--- src/rtl/dff_pipe_pkg.sv ---
`default_nettype none
// ============================================================================
//  Module      : dff_pipe_pkg
//  Description : Shared helpers for the elastic register pipeline. Provides
//                a constant ceil(log2) function and the occupancy-width
//                derivation that the FIFOs reuse.
//  Revision    : 1.0 - initial release
// ============================================================================
package dff_pipe_pkg;

    // ceil(log2(value)); returns 0 for value <= 1.
    function automatic int clog2(input int value);
        int result;
        result = 0;
        for (int i = 0; i < 31; i++) begin
            if ((1 << i) < value) begin
                result = i + 1;
            end
        end
        return result;
    endfunction

    // Bits needed to count 0..depth inclusive.
    function automatic int occ_width(input int depth);
        return clog2(depth + 1);
    endfunction

endpackage
`default_nettype wire

--- src/rtl/dff_pipe_stage.sv ---
`default_nettype none
// ============================================================================
//  Module      : dff_pipe_stage
//  Description : One elastic stage: a valid bit plus a data register. The
//                stage can load whenever it is empty or the stage after it
//                is draining, which lets bubbles collapse under stall.
//  Revision    : 1.0 - initial release
// ============================================================================
module dff_pipe_stage #(
    parameter int               WIDTH       = 8,
    parameter logic [WIDTH-1:0] RESET_VALUE = '0
) (
    input  logic             clk,
    input  logic             rst,
    input  logic             flush,
    input  logic             prev_valid,
    input  logic [WIDTH-1:0] prev_data,
    input  logic             next_ready,
    output logic             ready,
    output logic             valid,
    output logic [WIDTH-1:0] data
);

    logic             r_valid;
    logic [WIDTH-1:0] r_data;

    // Empty stage always accepts; a full one only if it drains this cycle.
    assign ready = !r_valid || next_ready;
    assign valid = r_valid;
    assign data  = r_data;

    // Valid bit: flush clears it regardless of any pending load.
    always_ff @(posedge clk or posedge rst) begin
        if (rst) begin
            r_valid <= 1'b0;
        end else if (flush) begin
            r_valid <= 1'b0;
        end else if (ready) begin
            r_valid <= prev_valid;
        end
    end

    // Data register: only ever loads from a valid predecessor, so the
    // output data stays put whenever nothing valid is moving in.
    always_ff @(posedge clk or posedge rst) begin
        if (rst) begin
            r_data <= RESET_VALUE;
        end else if (ready && prev_valid) begin
            r_data <= prev_data;
        end
    end

endmodule
`default_nettype wire

--- src/rtl/dff_pipe.sv ---
`default_nettype none
// ============================================================================
//  Module      : dff_pipe
//  Description : Parametrised elastic register pipeline of DEPTH stages with
//                valid/ready flow control, collapsing bubbles, synchronous
//                flush and a combinational occupancy count.
//  Revision    : 1.0 - initial release
// ============================================================================
module dff_pipe
    import dff_pipe_pkg::*;
#(
    parameter int               WIDTH       = 8,
    parameter int               DEPTH       = 4,
    parameter logic [WIDTH-1:0] RESET_VALUE = '0,
    parameter int               OCC_W       = occ_width(DEPTH)
) (
    input  logic             clk,
    input  logic             rst,
    input  logic             flush,
    input  logic             in_valid,
    output logic             in_ready,
    input  logic [WIDTH-1:0] in_data,
    output logic             out_valid,
    input  logic             out_ready,
    output logic [WIDTH-1:0] out_data,
    output logic [OCC_W-1:0] occupancy
);

    logic [DEPTH-1:0] w_valid;
    logic [WIDTH-1:0] w_data [DEPTH];
    logic [OCC_W-1:0] w_occ;

    // Stage 0 faces the input, stage DEPTH-1 faces the output. The ready
    // chain is kept as one scalar per stage so it runs purely combinationally
    // from out_ready back to the input.
    generate
        for (genvar s = 0; s < DEPTH; s++) begin : g_stage
            logic             w_ready;
            logic             w_next_ready;
            logic             w_prev_valid;
            logic [WIDTH-1:0] w_prev_data;

            if (s == 0) begin : g_head
                // Flushed input words never enter the pipe.
                assign w_prev_valid = in_valid && !flush;
                assign w_prev_data  = in_data;
            end else begin : g_body
                assign w_prev_valid = w_valid[s-1];
                assign w_prev_data  = w_data[s-1];
            end

            if (s == DEPTH - 1) begin : g_tail
                assign w_next_ready = out_ready;
            end else begin : g_inner
                assign w_next_ready = g_stage[s+1].w_ready;
            end

            dff_pipe_stage #(
                .WIDTH       (WIDTH),
                .RESET_VALUE (RESET_VALUE)
            ) u_stage (
                .clk        (clk),
                .rst        (rst),
                .flush      (flush),
                .prev_valid (w_prev_valid),
                .prev_data  (w_prev_data),
                .next_ready (w_next_ready),
                .ready      (w_ready),
                .valid      (w_valid[s]),
                .data       (w_data[s])
            );
        end
    endgenerate

    // Popcount of the stage valid bits.
    always_comb begin
        w_occ = '0;
        for (int s = 0; s < DEPTH; s++) begin
            w_occ = w_occ + OCC_W'(w_valid[s]);
        end
    end

    assign in_ready  = g_stage[0].w_ready && !flush;
    assign out_valid = w_valid[DEPTH-1];
    assign out_data  = w_data[DEPTH-1];
    assign occupancy = w_occ;

endmodule
`default_nettype wire
--- config.mk ---
export PLATFORM = sky130hd
export DESIGN_NAME = dff_pipe
export DESIGN_NICKNAME = d
export VERILOG_FILES = /design/src/rtl/dff_pipe_pkg.sv /design/src/rtl/dff_pipe_stage.sv /design/src/rtl/dff_pipe.sv
export SDC_FILE = /design/constraint.sdc
export NUM_CORES = 1
export LEC_CHECK = 0
export ABC_AREA = 1
export CAP_MARGIN = 10
export CELL_PAD_IN_SITES_DETAIL_PLACEMENT = 0
export CELL_PAD_IN_SITES_GLOBAL_PLACEMENT = 2
export CORE_ASPECT_RATIO = 2
export CORE_MARGIN = 1
export CORE_UTILIZATION = 34
export CTS_CLUSTER_DIAMETER = 120
export DETAILED_ROUTE_END_ITERATION = 12
export PLACE_DENSITY = 0.88
export SLEW_MARGIN = 20
export SYNTH_ARGS = -nofsm -noshare
export SYNTH_HDL_FRONTEND = slang
export SYNTH_HIERARCHICAL = 1
export SYNTH_SLANG_ARGS = --single-unit
--- constraint.sdc ---
create_clock -name clk -period 2 [get_ports clk]
set_input_delay 0.4 -clock clk [delete_from_list [all_inputs] [get_ports clk]]
set_output_delay 0.4 -clock clk [all_outputs]
set_load 0.05 [all_outputs]
==> results.toml, run 1 <==
[outcome]
status = "finished, violations left"
violations = "setup timing"

[final_layout]
num-fill-cells = 518
syn2layout_area_growth_pct = 27.9
layout.cells.non_filler = 270
n_antenna_cell = 0
final_layout_size_suffix_gt1_share_pct = 37.3
fin_nets = 227
fin_area_um2 = 2330

[global_routing]
grt.overflow.total = 0
grt_max_degree = 12
antenna_found_initial = 0
grt_pass1_wl_mm = 5.38
grt_pass1_vias = 1227
gr-usage-all-layers_pct = 12.9

[floorplanning]
boundaryPins = 26
initial_utilization_pct = 35.4
core_um2 = 5140
num_rows = 37
dieArea_um2 = 5670
die_h_um = 105
die_w_um = 53.7

[placed_design]
gp_congestion = 0.671
post_dp_cell_area_um2 = 2180
post-place-ws_ns = -0.00859
port_buffers = 25
dp.cells = 261
place_hpwl_mm = 2.42

[sta]
fmax_mhz = 446
hold_viol = 0
drv_slew = 0
post-route-min-period_ns = 2.24
max-slew-margin-rel_pct = 66.5
fin_crit_sh_pct = 112
finalClockSkew_ns = 0.00738
rsz0062_at_grt = "true"
finalSetupViolCount = 3
setup_slack_ns = -0.243
worst_pin_slew_ns = 0.501

[route]
drc_errors = 0
viasPerCell = 4.35
wirelength_mm = 2.91
wl_per_cell_um = 10.8
first_pass_iters = 3
drt_iter0_drc = 12
antenna_left = 0
route.vias.total = 1175

[logic_synthesis]
synth_seq_area_share_pct = 49.5
avgSynthCellArea_um2 = 10.3
syn_inst = 176
synthTopCellsByArea = "dfrtp_1 (49%), nand3_2 (18%), nand2_1 (13%)"
yosysTopAreaCell = "dfrtp_1"
yosys.area.top_type_share_pct = 49.5
synth.distinct_cells = 12
yosysWarnings = 6
synth_area_um2 = 1820
syn_nets = 192
ys_ff_latch = 36

[cts]
hold_buffers = 0
clkTransAtPathRegs_ns = 0.07
cts_buffer_depth = 2
h-tree-depth = 2
cts_tree = "done"
cts_root_buffer = "clkbuf_8"
clk_latency_ns = 0.28
cts.sinks = 36
cts-buffers-inserted = 5

[pwr]
p_clk_share_pct = 33.9
sw_frac_of_total_pct = 28.2
switchingPower_w = 0.000569
power.internal_w = 0.00145
leakage_nw = 1.18
p_comb_share_pct = 20.0
share_seq_of_total_power_pct = 46.1
peakVddDrop_mv = 0.524
cellPowerDensity_nw_per_um2 = 866

[worst_setup_path]
crit_path_end_kind = "primary output"
crit_type = "flop to primary output"
cp_max_fo = 2
start_kind = "flop"
critical_path_required_ns = 1.60
arrival_ns = 1.84

[job]
maxCapViolations = 0

[hold_path]
hp-class = "flop to flop"
power by group through the flow:
stage	sequential [W]	clock (W)	combinational, W
CTS	0.000931	0.000704	0.000411
global route	0.000944	0.000739	0.000447
detailed placement	0.000944	0	0.000408
floorplan	0.00105	0	0.000152
global placement	0.000937	0	0.000401
finish	0.000929	0.000683	0.000404
per-stage QoR:
stage	utilization (%)	power [W]	setup TNS [ns]	hold slack, ns
after global placement	42.4	0.00134	0	0.453
after floorplan	-	0.00120	-0.486	0.228
after global routing	45.3	0.00213	-0.719	0.505
final	45.3	0.00202	-0.488	0.468
after CTS	45.1	0.00205	-0.574	0.474
after detailed placement	42.4	0.00135	-0.00859	0.458
cell usage after synthesis, drive strengths merged:
master,instances
inv,19
nand2,72
a21oi,4
ha,2
dfrtp,36
nand3,32
buf,8
fa,1
nor2,2
critical path: stages (launching register included):
cell     delay [ns]
dfrtp_2        0.37
inv_2          0.04
fa_1           0.56
inv_2          0.05
ha_4           0.16
ha_4           0.26
buf_12         0.12
state kept, by name, indices dropped and copies added (netlist names):
name	flops
g_stage.u_stage/data	32
g_stage.u_stage/valid	4
layout by cell type, fill, tap and decap left out, types with 2 or more instances in the layout:
cell             instances
inv_1                   11
buf_12                   4
ha_4                     2
inv_4                    4
nand2_4                  8
buf_4                   11
inv_2                    4
a21oi_2                  4
dfrtp_1                 35
nand3_2                 32
clkdlybuf4s50_1         20
nand2_1                 64
clkbuf_8                 7
timing repair:
item | 4_1_cts | 5_1_grt
resized for setup | 4 | 2
pin swaps | 2 | 3
endpoints found under the setup margin | 3 | 5
setup buffers | 0 | 2
routing by layer:
metal | routed length (µm) | vias to the layer above | GRT usage (%)
li1 | - | 612 | -
met1 | 979 | 531 | 12.2
met2 | 1790 | 24 | 23.8
met3 | 81 | 8 | 3.03
met4 | 61 | 0 | 6.20
met5 | 0 | - | 0
final cells by class:
cell class              count  area [µm²]  share of cell area [%]
well taps                  58        72.6                    3.12
multi-input cells         113         771                    33.1
inverters                  19        81.3                    3.49
clock inverters             1        30.0                    1.29
flip-flops and latches     36         902                    38.7
clock buffers               7        96.3                    4.14
repair buffers             36         375                    16.1
cell families (layout without fill, tap and decap cells):
kind of cell	after synthesis	count (layout)	share of synthesized area (%)
simple gates	106	106	36.2
flops	36	36	49.5
buf+inv	27	63	9.97
compound gates	4	4	1.92
fa+ha+maj	3	3	2.47
path summary, 6_finish.rpt:
| kind | from | endpoint | slack (ns) | cells after the start |
|---|---|---|---|---|
| max reg2reg | g_stage[3].u_stage/valid | g_stage[0].u_stage/data[5] | 0.57 | 12 |
| min reg2reg | g_stage[3].u_stage/data[4] | g_stage[3].u_stage/data[4] | 0.47 | 2 |
| max in group asynchronous | rst | g_stage[3].u_stage/valid | 1.22 | 2 |
| min in group asynchronous | rst | g_stage[0].u_stage/valid | 0.49 | 2 |
| min | g_stage[3].u_stage/data[4] | g_stage[3].u_stage/data[4] | 0.47 | 2 |
| max | g_stage[3].u_stage/valid | occupancy[1] | -0.24 | 6 |
No activity file was read; power rests on OpenSTA's default activity.
==> run 2, diff against run 1 <==
Settings changed: CORE_MARGIN 1 to 1.5, TNS_END_PERCENT set to 50.
==> results.toml, run 2 (same netlist as run 1, synthesis figures left out) <==
[outcome]
status = "finished, violations left"
violations = "setup timing"

[sta]
finalClockSkew_ns = 0.00314
max-slew-margin-rel_pct = 66.7
post-route-min-period_ns = 2.24
hold_viol = 0
rsz0062_at_grt = "true"
drv_slew = 0
worst_pin_slew_ns = 0.498
finalSetupViolCount = 3
setup_slack_ns = -0.239
fmax_mhz = 447
fin_setup_tns_ns = -0.461
fin_crit_sh_pct = 112
holdWs_ns = 0.469

[worst_setup_path]
worst-path-buf-inv = 3
arrival_ns = 1.84
crit_path_end_kind = "primary output"
crit_type = "flop to primary output"
start_kind = "flop"
r2r-end = "g_stage[0].u_stage/data[5]"
crit_chain = "inv_2 > fa_1 > inv_2 > ha_4 > ha_4 > buf_12"
rrSetupSlack_ns = 0.57
cp_top_family = "adder cells"
cpPeakStageDelay_ns = 0.55
critical_path_required_ns = 1.60
reg2reg_from = "g_stage[1].u_stage/valid"
crit_slowest_cell = "fa_1"
cp_max_fo = 2
r2r_cells = 9

[cts]
cts-buffers-inserted = 5
cts.sinks = 36
cts_buffer_depth = 2
cts_tree = "done"
clkTransAtPathRegs_ns = 0.07
hold_buffers = 0
h-tree-depth = 2
clk_latency_ns = 0.29
cts_root_buffer = "clkbuf_8"

[global_routing]
grt.overflow.total = 0
gr-usage-all-layers_pct = 13.2
grt_pass1_wl_mm = 5.59
grt_pass1_vias = 1270
grt_max_degree = 12
antenna_found_initial = 0

[placed_design]
place_hpwl_mm = 2.44
dp.cells = 261
gp_congestion = 0.716
port_buffers = 25

[floorplanning]
initial_utilization_pct = 35.4
core_um2 = 5140
die_h_um = 106
num_rows = 37
boundaryPins = 26
die_w_um = 54.7
dieArea_um2 = 5830

[pwr]
p_clk_share_pct = 31.7
leakage_nw = 1.16
peakVddDrop_mv = 0.524
p_total_w = 0.00195
share_seq_of_total_power_pct = 47.6
switchingPower_w = 0.000575
p_comb_share_pct = 20.8
sw_frac_of_total_pct = 29.5
cellPowerDensity_nw_per_um2 = 847
power.internal_w = 0.00138

[final_layout]
final_cell_mix = "nand2_1 (64), dfrtp_1 (35), nand3_2 (32), clkdlybuf4s50_1 (20)"
syn2layout_area_growth_pct = 26.6
final_core_util_pct = 44.9
multi_input_area_um2 = 771
final_common_cell = "nand2_1"
final-seq-area_um2 = 902
fin_nets = 227
num-fill-cells = 523
n_antenna_cell = 0
final_layout_size_suffix_gt1_share_pct = 36.8
layout.cells.non_filler = 270
largest_reg_flops = 32

[hold_path]
min_to = "g_stage[3].u_stage/data[6]"
hp-class = "flop to flop"
whs_path_depth = 2
hold_path.startpoint = "g_stage[3].u_stage/data[6]"

[job]
maxCapViolations = 0

[route]
viasPerCell = 4.35
route.vias.total = 1174
drc_errors = 0
antenna_left = 0
drt_iter0_drc = 12
wl_per_cell_um = 11.1
wirelength_mm = 3.00
first_pass_iters = 4
run 2: cell types whose count changed in the layout (fill, tap and decap cells not counted), sizes merged:
cell	before	now
buf	15	16
clkbuf	7	6
clkinv	0	1
dlymetal6s2s	1	0
run 2: per-layer routing:
layer  wire, µm  share of wire (%)  track usage [%]
met2       1860                 62             24.6
met4         62                2.1             5.89
met3        102                3.4             3.37
met1        973                 32             12.0
met5          0                  0                0
run 2: timing repair:
item	4_1_cts	5_1_grt
setup buffers	1	0
gates resized for setup	4	0
endpoints found under the setup margin	3	3
hold endpoints to repair	0	0
pin swaps	2	0
run 2: worst max path at each step:
stage / slack (ns) / end / startpoint / depth (start not counted)
final: -0.24 / occupancy[1] / g_stage[1].u_stage/valid / 6
after floorplan: -0.19 / in_ready / g_stage[3].u_stage/valid / 13
after CTS: -0.26 / occupancy[1] / g_stage[1].u_stage/valid / 6
after global routing: -0.30 / occupancy[1] / g_stage[1].u_stage/valid / 6
after detailed placement: 0.004 / occupancy[1] / g_stage[3].u_stage/valid / 6
after global placement: 0.04 / occupancy[1] / g_stage[3].u_stage/valid / 6
run 2: final cells by class:
cell class / instances / area share, %
Sequential cell: 36 / 39.1
Multi-Input combinational cell: 113 / 33.4
Timing Repair Buffer: 36 / 16.1
Inverter: 19 / 3.53
Clock buffer: 6 / 3.15
Tap cell: 58 / 3.15
Clock inverter: 2 / 1.52
run 2: power by group through the flow:
stage | registers [W] | logic (W) | clock network [W]
floorplan | 0.00105 | 0.000152 | 0
finish | 0.000929 | 0.000405 | 0.000618
CTS | 0.000931 | 0.000413 | 0.000641
global route | 0.000943 | 0.000452 | 0.000663
global placement | 0.000937 | 0.000401 | 0
detailed placement | 0.000942 | 0.000407 | 0
run 2: tightest hold or removal path: cells and delay by family, from the launching register on:
kind	cells	cell delay (ns)
flops	1	0.34
simple gates	2	0.09
run 2: stage by stage:
stage	setup slack, ns	area, µm²
after global placement	0.0449	2180
after detailed placement	0.00375	2180
after CTS	-0.257	2300
after global routing	-0.303	2300
after floorplan	-0.187	1850
final	-0.239	2300
